==> config.mk <==
export PLATFORM = sky130hd
export DESIGN_NAME = split_target
export DESIGN_NICKNAME = d
export VERILOG_FILES = /design/src/rtl/split_target.sv
export SDC_FILE = /design/constraint.sdc
export NUM_CORES = 1
export LEC_CHECK = 0
export ABC_CLOCK_PERIOD_IN_PS = 2300
export CORE_ASPECT_RATIO = 0.6
export CORE_MARGIN = 4
export CORE_UTILIZATION = 40
export CTS_CLUSTER_SIZE = 10
export DETAILED_ROUTE_END_ITERATION = 16
export GPL_TIMING_DRIVEN = 0
export PLACE_DENSITY_LB_ADDON = 0.12
export SLEW_MARGIN = 20
export SYNTH_ARGS = -nofsm -noshare
export SYNTH_HDL_FRONTEND = slang
export SYNTH_SLANG_ARGS = --single-unit
==> constraint.sdc <==
create_clock -name clk -period 2.3 [get_ports clk]
set_input_delay 0.46 -clock clk [delete_from_list [all_inputs] [get_ports clk]]
set_output_delay 0.46 -clock clk [all_outputs]
set_load 0.02 [all_outputs]
==> src/rtl/split_target.sv <==
// Split-capable bus target: forwards bus transfers to a variable-latency memory
// port and splits reads that outlast SPLIT_THRESH access cycles.
module split_target #(
   parameter int ADDR_W       = 12,
   parameter int DATA_W       = 8,
   parameter int SPLIT_THRESH = 4
) (
   input  logic              clk,
   input  logic              rst_n,
   input  logic              bus_valid,
   input  logic              t_sel,
   input  logic              bus_we,
   input  logic [ADDR_W-1:0] bus_addr,
   input  logic [DATA_W-1:0] bus_wdata,
   input  logic              bus_mid,
   output logic              t_ack,
   output logic [DATA_W-1:0] t_rdata,
   output logic              t_split,
   output logic              t_retry,
   output logic              split_mid,
   output logic              req_split,
   input  logic              grant_split,
   output logic              mem_req,
   output logic              mem_we,
   output logic [ADDR_W-1:0] mem_addr,
   output logic [DATA_W-1:0] mem_wdata,
   input  logic              mem_gnt,
   input  logic              mem_rvalid,
   input  logic [DATA_W-1:0] mem_rdata
);

   typedef enum logic [2:0] {
      IDLE, ACCESS, RESP, SPLIT_ISSUE, SPLIT_WAIT, SPLIT_REQ, SPLIT_XFER
   } state_t;

   localparam int CNT_W = (SPLIT_THRESH > 1) ? $clog2(SPLIT_THRESH) : 1;
   localparam logic [CNT_W-1:0] CNT_LAST = CNT_W'(SPLIT_THRESH - 1);

   state_t            state_q, state_d;
   logic [CNT_W-1:0]  cnt_q;
   logic              gnt_done_q;
   logic              we_q;
   logic [ADDR_W-1:0] addr_q;
   logic [DATA_W-1:0] wdata_q;
   logic              mid_q;
   logic [DATA_W-1:0] rdata_q;
   logic              capture;
   logic              accept;

   assign accept = bus_valid & t_sel;

   // The memory request stays up across a split until the memory grants it once.
   assign mem_req   = (state_q inside {ACCESS, SPLIT_ISSUE, SPLIT_WAIT}) & ~gnt_done_q;
   assign mem_we    = mem_req & we_q;
   assign mem_addr  = mem_req ? addr_q  : '0;
   assign mem_wdata = mem_req ? wdata_q : '0;

   assign t_retry = accept & (state_q inside {SPLIT_WAIT, SPLIT_REQ});

   // NOTE: every combinational output gets a default before the case so no path
   // through the block leaves it unassigned, which would infer a latch.
   always_comb begin
      state_d   = state_q;
      capture   = 1'b0;
      t_ack     = 1'b0;
      t_rdata   = '0;
      t_split   = 1'b0;
      split_mid = 1'b0;
      req_split = 1'b0;
      unique case (state_q)
         IDLE: if (accept) state_d = ACCESS;
         ACCESS: begin
            if (we_q) begin
               if (mem_gnt) state_d = RESP;
            end else if (mem_rvalid) begin
               capture = 1'b1;
               state_d = RESP;
            end else if (cnt_q == CNT_LAST) begin
               state_d = SPLIT_ISSUE;
            end
         end
         RESP: begin
            t_ack   = 1'b1;
            t_rdata = we_q ? '0 : rdata_q;
            state_d = IDLE;
         end
         SPLIT_ISSUE: begin
            t_split = 1'b1;
            if (mem_rvalid) begin
               capture = 1'b1;
               state_d = SPLIT_REQ;
            end else begin
               state_d = SPLIT_WAIT;
            end
         end
         SPLIT_WAIT: begin
            if (mem_rvalid) begin
               capture = 1'b1;
               state_d = SPLIT_REQ;
            end
         end
         SPLIT_REQ: begin
            req_split = 1'b1;
            if (grant_split) state_d = SPLIT_XFER;
         end
         SPLIT_XFER: begin
            t_ack     = 1'b1;
            t_rdata   = rdata_q;
            split_mid = mid_q;
            state_d   = IDLE;
         end
         default: state_d = IDLE;
      endcase
   end

   // NOTE: sequential state uses non-blocking assignments so every register
   // samples the pre-edge values regardless of statement order.
   always_ff @(posedge clk or negedge rst_n) begin
      if (!rst_n) begin
         state_q    <= IDLE;
         cnt_q      <= '0;
         gnt_done_q <= 1'b0;
         we_q       <= 1'b0;
         addr_q     <= '0;
         wdata_q    <= '0;
         mid_q      <= 1'b0;
         rdata_q    <= '0;
      end else begin
         state_q <= state_d;
         if (state_q == IDLE) begin
            if (accept) begin
               we_q       <= bus_we;
               addr_q     <= bus_addr;
               wdata_q    <= bus_wdata;
               mid_q      <= bus_mid;
               cnt_q      <= '0;
               gnt_done_q <= 1'b0;
            end
         end else begin
            if (state_q == ACCESS && !we_q && !mem_rvalid && cnt_q != CNT_LAST)
               cnt_q <= cnt_q + CNT_W'(1);
            if (mem_req && mem_gnt)
               gnt_done_q <= 1'b1;
         end
         if (capture) rdata_q <= mem_rdata;
      end
   end

endmodule

# == Yosys cells after proc, flatten, opt, wreduce, memory -nomap -nowiden ==
# Cells that the tools add are included.
# Widths: inputs -> output; s select.
# op_classes
add_sub_neg,1
eq_ne,13
muxes,26
bitwise_logic,5
n_reduce_logical,17
# op_table
operator,count
$mux 3,7
$mux 8,2
$pmux 8 s2,1
$pmux 3 s5,1
$mux 12,1
$mux 1,10
$eq 3x3->1 const B,3
$ne 2x2->1 const B,4
$eq 3x2->1 const B,2
$mux 2,3
$reduce_and 2->1,3
$reduce_bool 2->1,3
$reduce_and 5->1,1
$and 1x1->1,4
$logic_and 1x1->1,4
$ne 4x3->1 const B,1
$reduce_or 2->1,2
$eq 3x1->1 const B,1
$logic_not 3->1,1
$ne 3x3->1 const B,1
$reduce_bool 3->1,1
$add 2x1->2 const B,1
$eq 2x2->1 const B,1
$logic_not 1->1,2
2 further kinds,2
# totals
regBits,36
in_bits,37
out_inout_bits,35
elab_cells,70

# == Depth between registers and ports, before layout ==
# depth
depth_word,6
depth_mapped,6
ltp_nobuf,4

# == Worst setup path after synthesis ==
# OpenSTA, ideal clock, no wires.
# synth_path
kind,flip-flop to output port
from,register state_q[0]
to,output port t_rdata[0]
arrival_time_ps,1612
required_time_ps,1840
slack_ps,228
path_stages_with_launch,5
n_path_buf,1
path_cell_list,dfrtp_1 -> buf_2 -> nor2b_1 -> a21boi_1 -> and2_1
# synth_via
elab_chain_cells,2
elab_cells_between_ends,3
classes_between,eq/ne: 2; mux: 1
# synth_lines
element,line,text
"start, declared",39,"state_t state_q, state_d;"
"start signal, assigned",129,state_q <= state_d;
$eq 3x3->1 / $eq 3x2->1 (equally long branches),70,unique case (state_q)
$pmux 8 s2 (*),70,
"end, declared",17,"output logic [DATA_W-1:0] t_rdata,"
# Every way passes the cells marked *; elsewhere a longest branch is shown, timed or not.

# == Final worst setup path ==
# layout_path
from,register state_q[1]
to,output port t_retry
# layout_via
elab_chain_cells,3
elab_cells_between_ends,4
classes_between,eq/ne: 2; bitwise: 1; reduce/logical: 1
# layout_lines
element,line,text
$eq 3x3->1,58,"assign t_retry = accept & (state_q inside {SPLIT_WAIT, SPLIT_REQ});"
$reduce_bool 2->1 (*),58,
$and 1x1->1 (*),58,
"end, declared",19,"output logic t_retry,"
# Marks and branches as above.

==> results.ini <==
[outcome]
status = finished clean

[critical_path]
regToRegSetupSlack_ns = 0.49
rr_startpoint = state_q[1]
path_max_fanout = 5
setup.worst_path.class = flop to output pin
r2r_cells = 4
crit_required_ns = 1.84
rr_endpoint = addr_q[5]
end_kind = output pin
crit_arrival_ns = 1.79
cp-start-kind = flop

[global_route]
grt_max_degree = 21
grt_pass1_wl_mm = 6.76
grt_overflow = 0
grt.total_usage_pct = 16.0
grt_pass1_vias = 1464
grt_antenna_before_repair = 0

[synthesis]
syn_area_sq_um = 1720
syn_nets = 176
netlist.area_leader.share_pct = 52.4
ys_types = 30
synth_most_common_cell = dfrtp_1
synth_area_leaders = dfrtp_1 (52%), mux2_2 (14%), and2_1 (11%)
synth.avg_cell_area_sq_um = 12.5
synth_commonest_cells = dfrtp_1 (36), and2_1 (30), mux2_2 (22), mux2_1 (9)
async_flop_share_pct = 100
synth_flop_cell = dfrtp_1
synth_cells = 138
synth-seq-area-share_pct = 52.4
synth_edf_count = 0
ys_ff_latch = 36
yosysWarnings = 0
yosysTopAreaCell = dfrtp_1

[timing]
period_needed_ns = 2.25
max_freq_mhz = 444
final-setup-viol-count = 0
drv_slew = 0
worst_slack_ns = 0.0483
period_share_pct = 97.9
relSlewSlack_pct = 70.5
hold_viol_final = 0
rsz0062_at_grt = true
fin_skew_ns = 0.00509
hold_ws_ns = 0.121
tightest_slew_ns = 0.443
tns_ns = 0

[clock_network]
cts_hold_buffers = 0
clockRootBuffer = clkbuf_8
cts_sinks = 36
cts_tree = yes
clk_pin_slew_ns = 0.06
cts_made_buffers = 5
clock_latency_ns = 0.27
cts_buffer_depth = 2
htree_levels = 2

[finish]
num_antenna_cells = 0
final_cells = 284
multi_input_comb_area_sq_um = 857
drive_above_1_share_pct = 44.6
nets = 264
fillers = 310
final-seq-area_sq_um = 903
syn2layout_area_growth_pct = 59.9
utilization_pct = 66.7

[route]
vias = 1344
via_per_inst = 4.73
wl_per_cell_um = 14.5
drt_first_pass_iters = 4
antenna_left = 0
drt-total-wl_mm = 4.13
initialDrtViolationCount = 16
drc = 0

[floorplanning]
row_count = 18
die_x_um = 92.6
core_area_sq_um = 4120
initial_core_util_pct = 41.7
die_h_um = 58.8
die_area_sq_um = 5450
ios = 72

[power_and_ir_drop]
max-vdd-ir-drop_uv = 633
power_density_nw_per_um2 = 1200
p_leak_nw = 1.27

[place]
post-place-cells = 270
place.gp.congestion = 0.771
port_buffers = 71
hpwlAfterDp_mm = 3.18
post-place-ws_ns = -0.363

[flow_run]
max_cap_violations = 0

[hold_path]
min_path_type = input pin to async pin

==> area by class of cell <==
type                       count  share of cell area (%)
buffer                         6                    1.78
inverter                       2                   0.273
clock buffer                   5                    2.50
timing repair buffer          81                    28.7
tap                           60                    2.73
sequential                    36                    32.9
multi-input combinational     94                    31.2
==> cell families after synthesis <==
family	after synthesis	share of synthesized area (%)
AND/OR/NAND/NOR	50	18.5
AO/OA/AOI/OAI	10	4.29
buffers and inverters	8	2.33
adder cells (fa/ha/maj)	1	0.728
multiplexers	33	21.8
flip-flops	36	52.4
==> registers in the layout, summed over array words and instances (netlist names) <==
signal      count
gnt_done_q      1
rdata_q         8
addr_q         12
cnt_q           2
wdata_q         8
mid_q           1
state_q         3
we_q            1
==> power by group <==
group	total, W	switching (W)	internal [W]
combinational	0.00175	0.000764	0.000988
sequential	0.00115	0.000197	0.000956
clock	0.000384	0.000189	0.000195
total	0.00329	0.00115	0.00214
==> worst max path at each step <==
stage,start,endpoint,slack (ns)
2_1_floorplan,state_q[0],t_rdata[0],0.23
3_3_place_gp,state_q[1],mem_wdata[0],-0.25
3_5_place_dp,state_q[0],t_rdata[3],-0.36
4_1_cts,state_q[1],mem_we,0.0004
5_1_grt,state_q[1],mem_wdata[4],-0.03
6_report,state_q[1],t_retry,0.05
==> what timing repair did <==
item | in CTS | in global routing
pin swaps | 1 | 15
resized for setup | 112 | 69
endpoints found under the setup margin | 31 | 32
cloned | 0 | 3
buffers inserted | 2 | 4
==> worst max-delay path, stage by stage, from the launching register on <==
cell,delay [ns]
dfrtp_1,0.41
buf_6,0.14
nand2b_4,0.14
buf_4,0.13
nor2_1,0.09
clkdlybuf4s50_1,0.61
==> cell usage in the layout (no fill, tap or decap), drive strengths merged, types with 3 or more instances in the layout <==
cell / count
and2: 30
buf: 41
clkbuf: 7
clkdlybuf4s50: 39
dfrtp: 36
dlygate4sd2: 3
mux2: 32
nand2: 3
nand2b: 3
nor2: 6
==> per-layer routing <==
| metal | GRT usage, % | wire, um | vias to the layer above | share of wire [%] |
|---|---|---|---|---|
| met5 | 0 | 0 | - | 0 |
| met4 | 3.76 | 25 | 0 | 0.61 |
| met3 | 5.87 | 303 | 2 | 7.3 |
| met2 | 25.3 | 1920 | 40 | 46 |
| met1 | 21.3 | 1880 | 655 | 46 |
| li1 | - | - | 647 | - |
==> per-stage QoR <==
step / cell area (sq um) / total power [W]
after floorplan: 1720 / 0.00204
after global placement: 2500 / 0.00254
after detailed placement: 2530 / 0.00264
after CTS: 2570 / 0.00302
after global routing: 2750 / 0.00352
final: 2750 / 0.00329
(Power assumes the default switching activity.)
